--- config.mk ---
export PLATFORM = sky130hd
export DESIGN_NAME = param_updown_counter_flat
export DESIGN_NICKNAME = d
export VERILOG_FILES = /design/src/rtl/param_updown_counter_pkg.sv /design/src/rtl/param_updown_counter_if.sv /design/src/rtl/param_updown_counter_tick_prescaler.sv /design/src/rtl/param_updown_counter.sv /design/src/flat_wrapper.sv
export SDC_FILE = /design/constraint.sdc
export NUM_CORES = 1
export LEC_CHECK = 0
export BUFFER_PORTS_ARGS = -buffer_cell sky130_fd_sc_hd__buf_2
export CAP_MARGIN = 20
export CORE_MARGIN = 4
export CORE_UTILIZATION = 55
export DETAILED_ROUTE_END_ITERATION = 8
export MAX_ROUTING_LAYER = met4
export PLACE_DENSITY_LB_ADDON = 0.3
export RECOVER_POWER = 25
export REMOVE_ABC_BUFFERS = 1
export SYNTH_ARGS = -nofsm -noshare
export SYNTH_HDL_FRONTEND = slang
export SYNTH_SLANG_ARGS = --single-unit
--- constraint.sdc ---
create_clock -name clk -period 6.47 [get_ports clk]
set_input_delay 0.647 -clock clk [delete_from_list [all_inputs] [get_ports clk]]
set_output_delay 0.647 -clock clk [all_outputs]
set_load 0.02 [all_outputs]
--- src/rtl/param_updown_counter_pkg.sv ---
// Shared definitions for the parametrised up/down counter.
//   MODE_W  : width of the mode control field
//   mode_t  : counting modes; encoding 3 is reserved and counts like FREE
package param_updown_counter_pkg;

    localparam int unsigned MODE_W = 2;

    typedef enum logic [MODE_W-1:0] {
        MODE_FREE    = 2'd0,
        MODE_MODULO  = 2'd1,
        MODE_ONESHOT = 2'd2,
        MODE_RSVD    = 2'd3
    } mode_t;

endpackage

--- src/rtl/param_updown_counter_if.sv ---
// Control/status bundle of the up/down counter.
//   master : drives en, up_dn, mode, limit, prescale, load, load_val, clr_ovf;
//            observes count, tc, ovf, done
//   slave  : the counter core (mirror image of master)
// WIDTH and PRE_W must match the parameters of the counter it connects to.
interface param_updown_counter_if #(
    parameter int unsigned WIDTH = 8,
    parameter int unsigned PRE_W = 4
) ();
    import param_updown_counter_pkg::*;

    logic              en;
    logic              up_dn;
    logic [MODE_W-1:0] mode;
    logic [WIDTH-1:0]  limit;
    logic [PRE_W-1:0]  prescale;
    logic              load;
    logic [WIDTH-1:0]  load_val;
    logic              clr_ovf;
    logic [WIDTH-1:0]  count;
    logic              tc;
    logic              ovf;
    logic              done;

    modport master (
        output en, up_dn, mode, limit, prescale, load, load_val, clr_ovf,
        input  count, tc, ovf, done
    );

    modport slave (
        input  en, up_dn, mode, limit, prescale, load, load_val, clr_ovf,
        output count, tc, ovf, done
    );

endinterface

--- src/rtl/param_updown_counter_tick_prescaler.sv ---
// Clock-enable prescaler: emits one tick every (prescale+1) enabled cycles.
//   clk, rst_n : clock, synchronous active-low reset
//   en         : advance enable; the divider holds when low
//   clear      : restart the divide period (driven by the counter's load)
//   prescale   : divide ratio minus one
//   tick       : combinational step strobe for the current cycle
module param_updown_counter_tick_prescaler #(
    parameter int unsigned PRE_W = 4
) (
    input  logic             clk,
    input  logic             rst_n,
    input  logic             en,
    input  logic             clear,
    input  logic [PRE_W-1:0] prescale,
    output logic             tick
);

    logic [PRE_W-1:0] pre_cnt;

    // ">=" rather than "==" so lowering the ratio mid-period ticks at once
    // instead of running all the way around the divider.
    assign tick = en && (pre_cnt >= prescale);

    always_ff @(posedge clk) begin
        if (!rst_n) begin
            pre_cnt <= '0;
        end else if (clear) begin
            pre_cnt <= '0;
        end else if (en) begin
            pre_cnt <= tick ? '0 : pre_cnt + 1'b1;
        end
    end

endmodule

--- src/rtl/param_updown_counter.sv ---
// Up/down counter with programmable modulus, prescaler, parallel load and
// one-shot mode.
//   clk, rst_n : clock, synchronous active-low reset
//   bus        : control/status bundle (slave side), see param_updown_counter_if
//                count : current count
//                tc    : one-cycle pulse after a wrap or one-shot completion
//                ovf   : sticky wrap flag, cleared by clr_ovf (a wrap wins)
//                done  : one-shot finished; count frozen until load/reset
module param_updown_counter
    import param_updown_counter_pkg::*;
#(
    parameter int unsigned WIDTH = 8,
    parameter int unsigned PRE_W = 4
) (
    input  logic                  clk,
    input  logic                  rst_n,
    param_updown_counter_if.slave bus
);

    logic             tick;
    mode_t            mode;
    logic [WIDTH-1:0] top;
    logic [WIDTH-1:0] count_q;
    logic [WIDTH-1:0] count_nx;
    logic             done_q;
    logic             done_nx;
    logic             tc_q;
    logic             ovf_q;
    logic             wrap;

    param_updown_counter_tick_prescaler #(
        .PRE_W(PRE_W)
    ) u_prescaler (
        .clk      (clk),
        .rst_n    (rst_n),
        .en       (bus.en),
        .clear    (bus.load),
        .prescale (bus.prescale),
        .tick     (tick)
    );

    assign mode = mode_t'(bus.mode);

    always_comb begin
        top      = (mode == MODE_MODULO || mode == MODE_ONESHOT) ? bus.limit : '1;
        count_nx = count_q;
        done_nx  = done_q;
        wrap     = 1'b0;

        // A finished one-shot ignores ticks whatever the mode input does next.
        if (tick && !done_q) begin
            if (mode == MODE_ONESHOT) begin
                // Sitting on the terminal value (e.g. after a load) finishes
                // on the next tick without moving the count.
                if (bus.up_dn) begin
                    if (count_q >= top) begin
                        done_nx = 1'b1;
                    end else begin
                        count_nx = count_q + 1'b1;
                        done_nx  = (count_nx == top);
                    end
                end else begin
                    if (count_q == '0) begin
                        done_nx = 1'b1;
                    end else begin
                        count_nx = count_q - 1'b1;
                        done_nx  = (count_nx == '0);
                    end
                end
            end else begin
                if (bus.up_dn) begin
                    if (count_q >= top) begin
                        count_nx = '0;
                        wrap     = 1'b1;
                    end else begin
                        count_nx = count_q + 1'b1;
                    end
                end else begin
                    if (count_q == '0) begin
                        count_nx = top;
                        wrap     = 1'b1;
                    end else begin
                        count_nx = count_q - 1'b1;
                    end
                end
            end
        end
    end

    always_ff @(posedge clk) begin
        if (!rst_n) begin
            count_q <= '0;
            done_q  <= 1'b0;
            tc_q    <= 1'b0;
            ovf_q   <= 1'b0;
        end else if (bus.load) begin
            // Load discards any coincident tick; clr_ovf still applies.
            count_q <= bus.load_val;
            done_q  <= 1'b0;
            tc_q    <= 1'b0;
            ovf_q   <= ovf_q & ~bus.clr_ovf;
        end else begin
            count_q <= count_nx;
            done_q  <= done_nx;
            tc_q    <= wrap | (done_nx & ~done_q);
            ovf_q   <= wrap | (ovf_q & ~bus.clr_ovf);
        end
    end

    assign bus.count = count_q;
    assign bus.tc    = tc_q;
    assign bus.ovf   = ovf_q;
    assign bus.done  = done_q;

endmodule

--- src/flat_wrapper.sv ---
// flat-port wrapper written by rule: the top's interface ports become plain ports
module param_updown_counter_flat import param_updown_counter_pkg::*;
#(
    parameter int unsigned WIDTH = 8,
    parameter int unsigned PRE_W = 4
)
  (clk, rst_n, bus_en, bus_up_dn, bus_mode, bus_limit, bus_prescale, bus_load, bus_load_val, bus_clr_ovf, bus_count, bus_tc, bus_ovf, bus_done);
  param_updown_counter_if #(.WIDTH(WIDTH), .PRE_W(PRE_W)) bus_i ();
  input  logic clk;
  input  logic rst_n;
  input wire logic [$bits(bus_i.en)-1:0] bus_en;
  input wire logic [$bits(bus_i.up_dn)-1:0] bus_up_dn;
  input wire logic [$bits(bus_i.mode)-1:0] bus_mode;
  input wire logic [$bits(bus_i.limit)-1:0] bus_limit;
  input wire logic [$bits(bus_i.prescale)-1:0] bus_prescale;
  input wire logic [$bits(bus_i.load)-1:0] bus_load;
  input wire logic [$bits(bus_i.load_val)-1:0] bus_load_val;
  input wire logic [$bits(bus_i.clr_ovf)-1:0] bus_clr_ovf;
  output wire logic [$bits(bus_i.count)-1:0] bus_count;
  output wire logic [$bits(bus_i.tc)-1:0] bus_tc;
  output wire logic [$bits(bus_i.ovf)-1:0] bus_ovf;
  output wire logic [$bits(bus_i.done)-1:0] bus_done;
  assign bus_i.en = bus_en;
  assign bus_i.up_dn = bus_up_dn;
  assign bus_i.mode = bus_mode;
  assign bus_i.limit = bus_limit;
  assign bus_i.prescale = bus_prescale;
  assign bus_i.load = bus_load;
  assign bus_i.load_val = bus_load_val;
  assign bus_i.clr_ovf = bus_clr_ovf;
  assign bus_count = bus_i.count;
  assign bus_tc = bus_i.tc;
  assign bus_ovf = bus_i.ovf;
  assign bus_done = bus_i.done;
  param_updown_counter #(.WIDTH(WIDTH), .PRE_W(PRE_W)) u_core (.clk(clk), .rst_n(rst_n), .bus(bus_i));
endmodule
After elaboration in Yosys (flattened, before gate mapping) --
Cells that the tools add are included.
Operators by class: add/sub/neg operators 3, muxes and demuxes 22, bitwise logic cells 7, magnitude comparators 2, reductions and logical operators 9, equal/unequal tests 5
Operator list (count):
- 8-bit two-way mux | 10
- 8-bit zero test | 2
- 1-bit two-way mux | 11
- 8-bit by 1-bit adder with 8-bit output (second input constant) | 1
- 8-bit equality test | 1
- 8-bit greater-or-equal comparator | 1
- 4-bit inequality test (second input constant) | 2
- 8-bit by 1-bit subtractor with 8-bit output (second input constant) | 1
- 4-bit by 1-bit adder with 4-bit output (second input constant) | 1
- 4-bit greater-or-equal comparator | 1
- 4-bit two-way mux | 1
- 1-bit NOT | 3
- 3-bit AND reduction | 1
- 1-bit AND | 2
- 2-bit by 1-bit equality test with 1-bit output (second input constant) | 1
- 2-bit equality test (second input constant) | 1
- 1-bit logical AND | 2
- 1-bit OR | 2
- 2-bit nonzero test | 1
- 2-bit OR reduction | 1
- 1-bit zero test | 1
- 1-bit logical OR | 1
Word-level totals: word-level logic and storage cells 53, bits in registers 15, bits of input ports 28, output and inout bits 11

Logic depth before layout (Yosys ltp) --
Gate-level depths: netlist (run 1).
depth in word-level cells 10, mapped depth 12, gate-level depth less buffers 10

Cells and area by module --
A second synthesis (run 1) with hierarchy kept.
Unflattened totals: cells, all modules 225, area total of the unflattened synthesis 1814.2 um^2
Modules (own cells, without submodules):
- param_updown_counter | times used 1, seq. area each 220.2 um^2, area each 1483.9 um^2, cells an instance 189
- param_updown_counter_tick_prescaler | times used 1, seq. area each 80.1 um^2, area each 330.3 um^2, cells an instance 36

Least setup slack after synthesis (run 1) --
No wires, ideal clock.
path type input-to-reg, start point input port bus_mode[0], end point register u_core.count_q[2] (netlist: u_core.bus.count[2]), stages on the path 12, required time 6.351 ns, path buffers 2, library setup time 0.119 ns, arrival 3.175 ns, path slack 3.176 ns, cell sequence inv_1 ha_1 buf_2 or2_2 ha_1 nand2b_1 a2111oi_4 o311ai_4 a31oi_2 buf_6 mux2i_1 a21oi_1
Between the ends: longest elaborated chain between the ends 9, elaborated cells between the ends (all ways) 14, those cells by class 1 x order compare; 4 x eq/ne; 7 x mux; 2 x reduce/logical
Ends and longest elaborated chain:
- start, declared | RTL line flat_wrapper.sv:13 | input wire logic [$bits(bus_i.mode)-1:0] bus_mode;
- 2-bit by 1-bit equality test with 1-bit output or 2-bit equality test (tied branches) | RTL line param_updown_counter.sv:45, param_updown_counter.sv:52
- 1-bit logical OR | RTL line param_updown_counter.sv:45 | top = (mode == MODE_MODULO || mode == MODE_ONESHOT) ? bus.limit : '1;
- 8-bit two-way mux | RTL line param_updown_counter.sv:45
- 8-bit greater-or-equal comparator | RTL line param_updown_counter.sv:56, param_updown_counter.sv:72
- 8-bit two-way mux | RTL line param_updown_counter.sv:72 | if (count_q >= top) begin
- 8-bit two-way mux | RTL line param_updown_counter.sv:71 | if (bus.up_dn) begin
- 8-bit two-way mux | RTL line param_updown_counter.sv:52 | if (mode == MODE_ONESHOT) begin
- 8-bit two-way mux | RTL line param_updown_counter.sv:51 | if (tick && !done_q) begin
- 8-bit two-way mux | RTL line param_updown_counter.sv:96 | end else if (bus.load) begin
- end signal, assigned | RTL line param_updown_counter.sv:98 | count_q <= bus.load_val;
- end signal, assigned | RTL line param_updown_counter.sv:103 | count_q <= count_nx;
- end, declared | RTL line param_updown_counter.sv:23 | logic [WIDTH-1:0] count_q;
Several ways; a longest one is shown, not always the timed one. The select of a mux whose other input is x is not followed. A chain may end at the register's enable or synchronous reset.

Worst setup path in the final report (run 1) --
start point input port bus_mode[0], end point register u_core.count_q[4] (netlist: u_core.bus.count[4])
The elaborated chain is that of the path after synthesis.

==> metrics.txt, run 1 <==
Yosys top cell by area sky130_fd_sc_hd__dfxtp_1; Cell variety after synth 52; source of the critical timing path bus_mode[0]; die outline area 4200 um2; number of placement rows 20; Worst VDD drop 0.113 mV; number of global-route vias before repair 1,570; highest attainable clock frequency about 280 MHz; required time of the critical path around 6600 ps; final hold violation count 0; number of nets in the finished design slightly below 300; final number of setup-violating endpoints 0; length of the first detailed-routing pass in iterations 4; most common cell in the netlist sky130_fd_sc_hd__nor2_1; worst max-slew margin expressed relative to the limit 51.6%; max-slew violation total from the final report 0; Worst Tran Pin Value 723 ps; HPWL after detailed placement 3380 um; Post-CTS Setup Inserts 0; reg-to-reg setup timing slack 3340 ps; CTS Buf Count 3; path class of the lowest-slack min-delay path reg -> reg; Final TNS setup 0 ps; routed via count 1,724; final weighted congestion in routability-driven placement 0.884; area of the mapped netlist 1770 um2; initial antenna violation count 0; grt total ovfl 0; hold path startpoint u_core.bus.done; TritonCTS clock tree built; ant diodes 0; average cell area after synthesis 8.13 um2; sequential fraction of the synthesis area 16.9%; clock sink count 15; number of top-level design ports 39; layout cells sized above 1 between 10% and 20%; DRC marker count from the first detailed-route iteration 77; cell depth of the worst min-delay path 2; count of placed standard cells including taps 287; cells resized by post-CTS repair 0; overall die width 64.8 um; Pleak around 0.82 nW; FF-to-FF End u_core.bus.count[4]; final period demand of the worst path 3610 ps; Core ar. 3080 um2; number of warnings printed during yosys synthesis 0; largest net degree at the start of global routing 17; CTS root buffer sky130_fd_sc_hd__clkbuf_4; category of the worst setup path launch point input pin; top cells by count, synth 30 x sky130_fd_sc_hd__nor2_1, 17 x sky130_fd_sc_hd__ha_1, 15 x sky130_fd_sc_hd__dfxtp_1, 15 x sky130_fd_sc_hd__nand2_1, 11 x sky130_fd_sc_hd__inv_1; number of buffers inserted for hold repair after clock tree synthesis 0; height of the chip between 60 and 70 um; worst clock skew on the final layout 6.57 ps; run status completed; min setup slack post-route ~2900 ps; wire length per cell between 15 and 20 um; critical path type in -> reg; routed wire length 4410 um; launch point of the worst reg-to-reg path u_core.bus.count[0]; Place WS 2610 ps; worst skew pair latency ~280 ps; count of flip-flops with a built-in enable after synthesis 0; ranking of synthesized cells by area sky130_fd_sc_hd__dfxtp_1 17%, sky130_fd_sc_hd__ha_1 12%, sky130_fd_sc_hd__nor2_1 6.4%; deepest level of the CTS H-tree 1; initial cell density of the core 57.6%; endpoint arrival time on the critical path approximately 3800 ps; wire length of the first global-routing pass 7350 um; RSZ-0062 raised after global routing false; Longest Clk Path Bufs 2; post-synthesis sequential element count 15; maximum fanout along the worst path 16; post-route antenna net violation count 0; number of buffers inserted by port buffering 38; Tcrit/Tclk final 55.8%; end of the worst hold path u_core.bus.done; DRC violation count after routing 0; count of cells along the worst register-to-register path 8; share of synthesized flip-flops with an asynchronous set or reset 0%; total power per unit cell area 144 nW/um2; area share of the largest cell type after synthesis ~17%; critical path endpoint category flop; max-cap violation count 0; Worst-path clk slew 90 ps; Overall Global Routing Usage 22.3%; via count normalized by instance count between 5 and 6; synthesized instance count 218; leading register cell type out of synthesis sky130_fd_sc_hd__dfxtp_1; number of non-filler instances in the completed layout slightly below 300; growth of design area from synthesis to finish 10.9%
## worst max-delay path, stage by stage
cell                        delay [ps]
sky130_fd_sc_hd__buf_2              80
sky130_fd_sc_hd__inv_1              30
sky130_fd_sc_hd__ha_1              470
sky130_fd_sc_hd__or2_2             380
sky130_fd_sc_hd__ha_1              300
sky130_fd_sc_hd__nand2b_1          190
sky130_fd_sc_hd__a2111oi_4         470
sky130_fd_sc_hd__o311ai_4          180
sky130_fd_sc_hd__a31oi_2           660
sky130_fd_sc_hd__nor3b_1           260
sky130_fd_sc_hd__o31ai_1           100
## routing by layer
layer / vias up / wire length, um / GRT usage (%)
met5: - / 0 / -
met4: 0 / 38 / 3.17
met3: 8 / 307 / 4.33
met2: 65 / 2120 / 35.8
met1: 808 / 1950 / 29.9
li1: 843 / - / -
## cell type report
class / instances / area [um2]
clock buffer: 3 / 22.5
clock inverter: 1 / 5.00
fill: 302 / 1110
inverter: 11 / 41.3
multi-input combinational: 179 / 1360
sequential: 15 / 300
tap: 44 / 55.1
timing repair buffer: 38 / 183
## worst max path at each step
| stage | cells past startpoint | end | slack, ps |
|---|---|---|---|
| 6_report | 11 | u_core.bus.count[4] | 2860 |
| 5_1_grt | 11 | u_core.bus.count[4] | 2670 |
| 4_1_cts | 11 | u_core.bus.count[4] | 2890 |
| 3_5_place_dp | 11 | u_core.bus.count[4] | 2610 |
| 3_3_place_gp | 11 | u_core.bus.count[1] | 2700 |
| 2_1_floorplan | 10 | u_core.bus.count[1] | 3050 |
## cell usage in the layout, fill, tap and decap left out, types with 2 or more instances in the layout
master,instances
sky130_fd_sc_hd__o21ai_1,3
sky130_fd_sc_hd__xnor3_1,2
sky130_fd_sc_hd__a21oi_1,8
sky130_fd_sc_hd__xnor2_1,9
sky130_fd_sc_hd__nor3b_1,4
sky130_fd_sc_hd__o21ai_0,5
sky130_fd_sc_hd__buf_2,32
sky130_fd_sc_hd__mux2i_1,6
sky130_fd_sc_hd__or2_1,3
sky130_fd_sc_hd__or2_2,3
sky130_fd_sc_hd__nor4_1,2
sky130_fd_sc_hd__inv_1,11
sky130_fd_sc_hd__nand3_1,4
sky130_fd_sc_hd__xor2_1,9
sky130_fd_sc_hd__a32oi_1,2
sky130_fd_sc_hd__a211oi_1,3
sky130_fd_sc_hd__nor3_1,9
sky130_fd_sc_hd__dfxtp_1,15
sky130_fd_sc_hd__xor3_1,3
sky130_fd_sc_hd__nor2_1,30
sky130_fd_sc_hd__o22ai_1,2
sky130_fd_sc_hd__nand4_1,5
sky130_fd_sc_hd__nor4_2,2
sky130_fd_sc_hd__clkbuf_1,6
sky130_fd_sc_hd__clkbuf_4,3
sky130_fd_sc_hd__o21a_1,2
sky130_fd_sc_hd__o31ai_1,4
sky130_fd_sc_hd__ha_1,17
sky130_fd_sc_hd__nand2_1,15
sky130_fd_sc_hd__nand2b_1,5
sky130_fd_sc_hd__or3_1,2
## flip-flops by register name, summed over array words and instances (netlist names)
name and cells:
u_core.bus.count 8, u_core.bus.tc 1, u_core.bus.ovf 1, u_core.u_prescaler.pre_cnt 4, u_core.bus.done 1
## through the flow
stage	hold slack, ps	util, %	power [mW]	cell area (um2)
after detailed placement	461	63.3	0.231	1950
after global routing	507	63.9	0.303	1970
after CTS	473	64.1	0.283	1970
final	473	63.9	0.283	1970
after global placement	446	63.3	0.229	1950
after floorplan	483	-	0.197	1700
## where the power goes
group          switching [mW]  leakage, nW  internal (mW)
logic                  0.0653        0.683         0.0555
clock network          0.0296       0.0177         0.0229
registers              0.0131        0.123         0.0962
total                   0.108        0.823          0.175
## cell families after synthesis
kind of cell,share of synthesized area [%]
simple gates,26.4
compound gates,19.5
xor+xnor,15.5
fa+ha+maj,12.0
mux,3.39
buf+inv,6.35
flops,16.9
Note: power is estimated with default switching activity, not from simulation.
==> inputs of run 2 (changes only) <==
--- a/config.mk
+++ b/config.mk
@@ -5,6 +5,7 @@
 export SDC_FILE = /design/constraint.sdc
 export NUM_CORES = 1
 export LEC_CHECK = 0
+export ABC_AREA = 1
 export BUFFER_PORTS_ARGS = -buffer_cell sky130_fd_sc_hd__buf_2
 export CAP_MARGIN = 20
 export CORE_MARGIN = 4
==> constraint.sdc (replaced) <==
create_clock -name clk -period 3.6 [get_ports clk]
set_input_delay 0.36 -clock clk [delete_from_list [all_inputs] [get_ports clk]]
set_output_delay 0.36 -clock clk [all_outputs]
set_load 0.02 [all_outputs]
==> run 2 against run 1 <==
  * Clock-buffer cell count rose by 1
  * Wire length rose by 8.7%
  * Critical endpoint is now u_core.bus.count[1]
  * Critical path depth rose by 3
==> metrics.txt, run 2 <==
run status completed (unchanged); sequential fraction of the synthesis area 16.3% (was 16.9%); critical path type in -> reg (unchanged); number of buffers inserted for hold repair after clock tree synthesis 0 (unchanged); endpoint arrival time on the critical path 2510 ps (was 3760 ps); layout cells sized above 1 20.2% (was 18.6%); Cell variety after synth 39 (was 52); post-route antenna net violation count 0 (unchanged); overall die width 65.8 um (was 64.8 um); most frequent standard cell in the layout excluding fill and tap cells sky130_fd_sc_hd__nand2_1 (was sky130_fd_sc_hd__buf_2); Worst Tran Pin Value 497 ps (was 723 ps); Final Util 65.4% (was 63.9%); initial cell density of the core 58.8% (was 57.6%); wire length of the first global-routing pass 8070 um (was 7350 um); hold path startpoint bus_clr_ovf (was u_core.bus.done); number of nets in the finished design 378 (was 293); max-cap violation count 0 (unchanged); Post-CTS Setup Inserts 0 (unchanged); die outline area 4330 um2 (was 4200 um2); count of placed standard cells including taps 372 (was 287); deepest level of the CTS H-tree 1 (unchanged); area share of the largest cell type after synthesis 16.3% (was 16.9%); launch point of the worst reg-to-reg path u_core.bus.count[0] (unchanged); max-slew violation total from the final report 0 (unchanged); Core ar. 3130 um2 (was 3080 um2); wire length per cell 12.7 um (was 15.2 um); final period demand of the worst path ~2300 ps; post-synthesis sequential element count 15 (unchanged); ranking of synthesized cells by area sky130_fd_sc_hd__dfxtp_1 16%, sky130_fd_sc_hd__nand2_1 14%, sky130_fd_sc_hd__ha_1 12% (was sky130_fd_sc_hd__dfxtp_1 17%, sky130_fd_sc_hd__ha_1 12%, sky130_fd_sc_hd__nor2_1 6.4%); worst max-slew margin expressed relative to the limit 66.8% (was 51.6%); share of synthesized flip-flops with an asynchronous set or reset 0% (unchanged); min setup slack post-route 1280 ps (was 2860 ps); RSZ-0062 raised after global routing false (unchanged); clock sink count 15 (unchanged); number of buffers inserted by port buffering 38 (unchanged); final hold violation count 0 (unchanged); count of flip-flops with a built-in enable after synthesis 0 (unchanged); maximum fanout along the worst path 10 (was 16); reg-to-reg setup timing slack 1430 ps (was 3340 ps); Tcrit/Tclk final 64.4%; final number of setup-violating endpoints 0 (unchanged); count of cells along the worst register-to-register path 16 (was 8); top cells by count, synth 67 x sky130_fd_sc_hd__nand2_1, 42 x sky130_fd_sc_hd__nor2_1, 29 x sky130_fd_sc_hd__inv_1 (was 30 x sky130_fd_sc_hd__nor2_1, 17 x sky130_fd_sc_hd__ha_1, 15 x sky130_fd_sc_hd__dfxtp_1, 15 x sky130_fd_sc_hd__nand2_1, 11 x sky130_fd_sc_hd__inv_1); average cell area after synthesis 6.17 um2 (was 8.13 um2); Final TNS setup 0 ps (unchanged); cells resized by post-CTS repair 0 (unchanged); number of global-route vias before repair 1,713 (was 1,570); largest net degree at the start of global routing 15 (was 17); Pleak 1.03 nW (was 0.823 nW); TritonCTS clock tree built (unchanged); Place WS 1020 ps (was 2610 ps); DRC violation count after routing 0 (unchanged); number of flip-flops under the largest register name 8 (unchanged); Yosys top cell by area sky130_fd_sc_hd__dfxtp_1 (unchanged); worst clock skew on the final layout 2.85 ps (was 6.57 ps); Worst VDD drop 0.165 mV (was 0.113 mV); end of the worst hold path u_core.bus.ovf (was u_core.bus.done); via count normalized by instance count 5.26 (was 5.92); Worst-path clk slew 80 ps (was 90 ps); Longest Clk Path Bufs 2 (unchanged); most common cell in the netlist sky130_fd_sc_hd__nand2_1 (was sky130_fd_sc_hd__nor2_1); most frequent cells in the layout 67 x sky130_fd_sc_hd__nand2_1, 42 x sky130_fd_sc_hd__nor2_1, 33 x sky130_fd_sc_hd__buf_2 (was 32 x sky130_fd_sc_hd__buf_2, 30 x sky130_fd_sc_hd__nor2_1, 17 x sky130_fd_sc_hd__ha_1); growth of design area from synthesis to finish 11.2% (was 10.9%); category of the worst setup path launch point input pin (unchanged); length of the first detailed-routing pass in iterations 5 (was 4); Non-Filler Cell Area, Final 2050 um2 (was 1970 um2); grt total ovfl 0 (unchanged); routed wire length 4790 um (was 4410 um); placed cell areas 2030 um2 (was 1950 um2); cell depth of the worst min-delay path 2 (unchanged); total power consumption of the routed design 533 uW (was 283 uW); path class of the lowest-slack min-delay path in -> reg (was reg -> reg); final worst hold slack 249 ps (was 473 ps); leading register cell type out of synthesis sky130_fd_sc_hd__dfxtp_1 (unchanged); CTS Buf Count 3 (unchanged); HPWL after detailed placement 3910 um (was 3380 um); initial antenna violation count 0 (unchanged); area of the mapped netlist 1840 um2 (was 1770 um2); number of placement rows 20 (unchanged); worst skew pair latency 290 ps (was 280 ps); number of warnings printed during yosys synthesis 0 (unchanged); number of top-level design ports 39 (unchanged); synthesized instance count 298 (was 218); final weighted congestion in routability-driven placement 0.983 (was 0.884); routed via count 1,979 (was 1,724); number of non-filler instances in the completed layout 376 (was 291); ant diodes 0 (unchanged); height of the chip 65.8 um (was 64.8 um); FF-to-FF End u_core.bus.count[1] (was u_core.bus.count[4]); required time of the critical path 3790 ps (was 6630 ps); highest attainable clock frequency 432 MHz; CTS root buffer sky130_fd_sc_hd__clkbuf_4 (unchanged); DRC marker count from the first detailed-route iteration 174 (was 77); critical path endpoint category flop (unchanged); total power per unit cell area 261 nW/um2 (was 144 nW/um2); Overall Global Routing Usage 24.2% (was 22.3%)
-- run 2: cell count changes in the layout (fill, tap and decap cells not counted), sizes merged, moves of 8 or more --
cell	change
nand2	+62
nor2	+16
inv	+26
a21oi	+8
nand3	+20
o21ai	+14
-- run 2: final cells by class --
cell class / count / area, um2
sequential: 15 / 300
tap: 44 / 55.1
fill: 311 / 1080
clock buffer: 4 / 26.3
timing repair buffer: 38 / 184
multi-input combinational: 235 / 1320
inverter: 40 / 158
-- run 2: per-layer routing --
layer / up-vias / global-route usage (%) / share of wire (%)
li1: 1037 / - / -
met1: 853 / 33.5 / 48
met2: 85 / 38.7 / 45
met3: 4 / 3.57 / 6.7
met4: 0 / 2.59 / 0.61
met5: - / - / 0
-- run 2: worst max path at each step --
stage           startpoint             endpoint  slack (ps)  cells past startpoint
2_1_floorplan  bus_mode[0]  u_core.bus.count[1]        1380                     19
3_3_place_gp   bus_mode[0]  u_core.bus.count[1]        1080                     14
3_5_place_dp   bus_mode[0]  u_core.bus.count[1]        1020                     14
4_1_cts        bus_mode[0]  u_core.bus.count[1]        1320                     14
5_1_grt        bus_mode[0]  u_core.bus.count[1]        1100                     14
6_report       bus_mode[0]  u_core.bus.count[1]        1280                     14
-- run 2: kinds of logic (layout without fill, tap and decap cells) --
group / Yosys count / count (layout) / synth area share [%]
xor+xnor: 10 / 10 / 4.76
fa+ha+maj: 17 / 17 / 11.6
compound gates: 44 / 44 / 13.8
flops: 15 / 15 / 16.3
buf+inv: 48 / 82 / 11.8
simple gates: 164 / 164 / 41.8
-- run 2: report_power, final --
| group | switching, mW | internal (mW) |
|---|---|---|
| sequential | 0.0227 | 0.174 |
| combinational | 0.151 | 0.0874 |
| clock | 0.0549 | 0.0431 |
| total | 0.229 | 0.305 |
-- run 2: critical path, cell delays in order --
cell and delay, ps:
sky130_fd_sc_hd__buf_2 70, sky130_fd_sc_hd__inv_1 30, sky130_fd_sc_hd__ha_1 440, sky130_fd_sc_hd__nor2_1 290, sky130_fd_sc_hd__ha_1 300, sky130_fd_sc_hd__a21oi_1 160
sky130_fd_sc_hd__o21a_1 190, sky130_fd_sc_hd__nand3_2 140, sky130_fd_sc_hd__nand2_2 110, sky130_fd_sc_hd__nand2_4 90, sky130_fd_sc_hd__nand2_4 110, sky130_fd_sc_hd__nand2_1 60
sky130_fd_sc_hd__nor2_1 100, sky130_fd_sc_hd__nor2_1 40
==> inputs of run 3 (changes only) <==
==> constraint.sdc (replaced) <==
create_clock -name clk -period 2.14 [get_ports clk]
set_input_delay 0.214 -clock clk [delete_from_list [all_inputs] [get_ports clk]]
set_output_delay 0.214 -clock clk [all_outputs]
set_load 0.02 [all_outputs]
==> run 3 against run 2 <==
  * Global-route usage rose by 1.3 points
  * Clock power rose by 60%
  * Via count rose by 5.1%
  * Core utilization rose by 5.2 points
  * Combinational power rose by 95%
  * Sequential cell count did not move
  * Cell area rose by 7.9%
  * Clock skew rose by 3.3 ps
==> metrics.txt, run 3 (synthesis results as in run 2) <==
run status completed (unchanged); Longest Clk Path Bufs 2 (unchanged); number of nets in the finished design 396 (was 378); CP cell instances buf_2 -> inv_1 -> ha_4 -> nor2_1 -> inv_1 -> ha_1 -> inv_1 -> nand2_1 -> nand2_1 -> nand3_1 -> nand2_1 -> nand2_1 -> nand2_2 -> nand3_2 -> nand2_2 -> nand2_4 -> nand2_4 -> nand2_1 -> nor2_1 -> nor2_1 (was buf_2 -> inv_1 -> ha_1 -> nor2_1 -> ha_1 -> a21oi_1 -> o21a_1 -> nand3_2 -> nand2_2 -> nand2_4 -> nand2_4 -> nand2_1 -> nor2_1 -> nor2_1); clock sink count 15 (unchanged); DRC violation count after routing 0 (unchanged); routed wire length 5040 um (was 4790 um); final hold violation count 0 (unchanged); via count normalized by instance count 5.28 (was 5.26); number of global-route vias before repair 1,922 (was 1,713); CTS root buffer sky130_fd_sc_hd__clkbuf_4 (unchanged); number of non-filler instances in the completed layout 394 (was 376); cell occurring most often along the worst timing path sky130_fd_sc_hd__nand2_1 (was sky130_fd_sc_hd__nor2_1); launch point of the worst reg-to-reg path u_core.bus.count[0] (unchanged); critical path type in -> reg (unchanged); number of placement rows 20 (unchanged); worst clock skew on the final layout 6.17 ps (was 2.85 ps); TritonCTS clock tree built (unchanged); initial antenna violation count 0 (unchanged); HPWL after detailed placement 4160 um (was 3910 um); maximum fanout along the worst path 10 (unchanged); post-route antenna net violation count 0 (unchanged); delay of the slowest cell on the worst path 290 ps (was 440 ps); layout cells sized above 1 24.9% (was 20.2%); Worst Tran Pin Value 486 ps (was 497 ps); length of the first detailed-routing pass in iterations 5 (unchanged); max-slew violation total from the final report 0 (unchanged); worst max-slew margin expressed relative to the limit 67.6% (was 66.8%); final weighted congestion in routability-driven placement 1.00 (was 0.983); growth of design area from synthesis to finish 20.0% (was 11.2%); highest attainable clock frequency around 500 MHz; total power consumption of the routed design 939 uW (was 533 uW); fill cell total of the finished layout 313 (was 311); endpoint arrival time on the critical path 2130 ps (was 2510 ps); final period demand of the worst path 1950 ps; ant diodes 0 (unchanged); initial cell density of the core 58.8% (unchanged); overall die width 65.8 um (unchanged); Core ar. 3130 um2 (unchanged); most frequent standard cell in the layout excluding fill and tap cells sky130_fd_sc_hd__nand2_1 (unchanged); Non-Filler Cell Area, Final 2210 um2 (was 2050 um2); critical path endpoint category flop (unchanged); height of the chip 65.8 um (unchanged); number of buffers inserted by port buffering 38 (unchanged); Overall Global Routing Usage 25.5% (was 24.2%); cell depth of the worst min-delay path 2 (unchanged); critical-path cell with the highest stage delay sky130_fd_sc_hd__ha_1 (unchanged); final number of setup-violating endpoints 0 (unchanged); category of cells accounting for the largest share of critical-path delay simple AND/OR/NAND/NOR gates (unchanged); Tcrit/Tclk final 90.9%; category of the worst setup path launch point input pin (unchanged); path class of the lowest-slack min-delay path in -> reg (unchanged); reg-to-reg setup timing slack 220 ps (was 1430 ps); largest net degree at the start of global routing 15 (unchanged); DRC marker count from the first detailed-route iteration 136 (was 174); number of buffers inserted for hold repair after clock tree synthesis 0 (unchanged); Worst VDD drop 0.378 mV (was 0.165 mV); FF-to-FF End u_core.bus.count[1] (unchanged); Pleak 1.12 nW (was 1.03 nW); Worst-path clk slew 90 ps (was 80 ps); CTS Buf Count 3 (unchanged); max-cap violation count 0 (unchanged); total power per unit cell area 425 nW/um2 (was 261 nW/um2); count of placed standard cells including taps 390 (was 372); final worst hold slack 119 ps (was 249 ps); placed cell areas 2170 um2 (was 2030 um2); end of the worst hold path u_core.bus.ovf (unchanged); RSZ-0062 raised after global routing false (unchanged); worst skew pair latency 280 ps (was 290 ps); deepest level of the CTS H-tree 1 (unchanged); grt total ovfl 0 (unchanged); die outline area 4330 um2 (unchanged); wire length of the first global-routing pass 8580 um (was 8070 um); most frequent cells in the layout 65 x sky130_fd_sc_hd__nand2_1, 42 x sky130_fd_sc_hd__nor2_1, 33 x sky130_fd_sc_hd__buf_2 (was 67 x sky130_fd_sc_hd__nand2_1, 42 x sky130_fd_sc_hd__nor2_1, 33 x sky130_fd_sc_hd__buf_2); number of flip-flops under the largest register name 8 (unchanged); required time of the critical path 2320 ps (was 3790 ps); count of cells along the worst register-to-register path 16 (unchanged); number of top-level design ports 39 (unchanged); Worst Path Buf+Inv 4 (was 2); routed via count 2,080 (was 1,979); wire length per cell 12.8 um (was 12.7 um); hold path startpoint bus_clr_ovf (unchanged)
run 3: cell types whose count changed in the layout (fill, tap and decap cells not counted):
cell                       previous run  this run
sky130_fd_sc_hd__clkbuf_1             6         7
sky130_fd_sc_hd__ha_4                 0         1
sky130_fd_sc_hd__ha_1                17        16
sky130_fd_sc_hd__buf_4                0        16
sky130_fd_sc_hd__nand2_2              7         9
sky130_fd_sc_hd__buf_12               0         1
sky130_fd_sc_hd__nand2_1             67        65
run 3: worst max path at each step:
stage / from / endpoint / slack, ps / cells past startpoint
after global placement: bus_mode[0] / u_core.bus.count[1] / -190 / 20
after floorplan: bus_mode[0] / u_core.bus.count[1] / 60 / 19
after CTS: bus_mode[0] / u_core.bus.count[1] / 20 / 20
after detailed placement: bus_mode[0] / u_core.bus.count[1] / -270 / 20
after global routing: bus_mode[0] / u_core.bus.count[7] / 20 / 20
final: bus_mode[0] / u_core.bus.count[1] / 190 / 20
run 3: layout make-up:
class	count	area, um2	area share, %
Clock buffer	4	26.3	1.19
Inverter	40	158	7.14
Multi-Input combinational cell	235	1340	60.7
Sequential cell	15	300	13.6
Tap cell	44	55.1	2.49
Timing Repair Buffer	56	328	14.9
run 3: where the power goes:
part	internal, mW	switching (mW)	total, mW
Sequential	0.293	0.0249	0.318
Clock	0.0723	0.0850	0.157
Combinational	0.186	0.277	0.463
run 3: timing repair:
item	4_1_cts	5_1_grt
endpoints found under the hold margin	0	0
gates resized for setup	0	4
endpoints found under the setup margin	0	11
buffers inserted	0	0
run 3: per-stage QoR:
step                      TNS (ps)  util, %  setup WS [ps]
after global placement       -1390     69.5           -191
final                            0     70.6            195
after floorplan                  0        -           61.8
after CTS                        0     70.3           18.9
after detailed placement     -2210     69.5           -270
after global routing             0     70.6           17.1
run 3: metal layers:
layer	vias up	share of wire, %	GRT usage (%)
li1	1069	-	-
met5	-	0	-
met1	914	45	34.8
met2	88	47	40.8
met3	9	7.4	3.40
met4	0	1.5	4.40
run 3: worst register-to-register path, cell delays in order, from the launching register on:
cell and delay, ps:
sky130_fd_sc_hd__dfxtp_1 410, sky130_fd_sc_hd__inv_2 90, sky130_fd_sc_hd__ha_1 310, sky130_fd_sc_hd__inv_1 60
sky130_fd_sc_hd__nand2_1 40, sky130_fd_sc_hd__nand2_1 50, sky130_fd_sc_hd__nand3_1 60, sky130_fd_sc_hd__nand2_1 60
sky130_fd_sc_hd__nand2_1 60, sky130_fd_sc_hd__nand2_2 90, sky130_fd_sc_hd__nand3_2 90, sky130_fd_sc_hd__nand2_2 90
sky130_fd_sc_hd__nand2_4 80, sky130_fd_sc_hd__nand2_4 110, sky130_fd_sc_hd__nand2_1 70, sky130_fd_sc_hd__nor2_1 100
sky130_fd_sc_hd__nor2_1 50
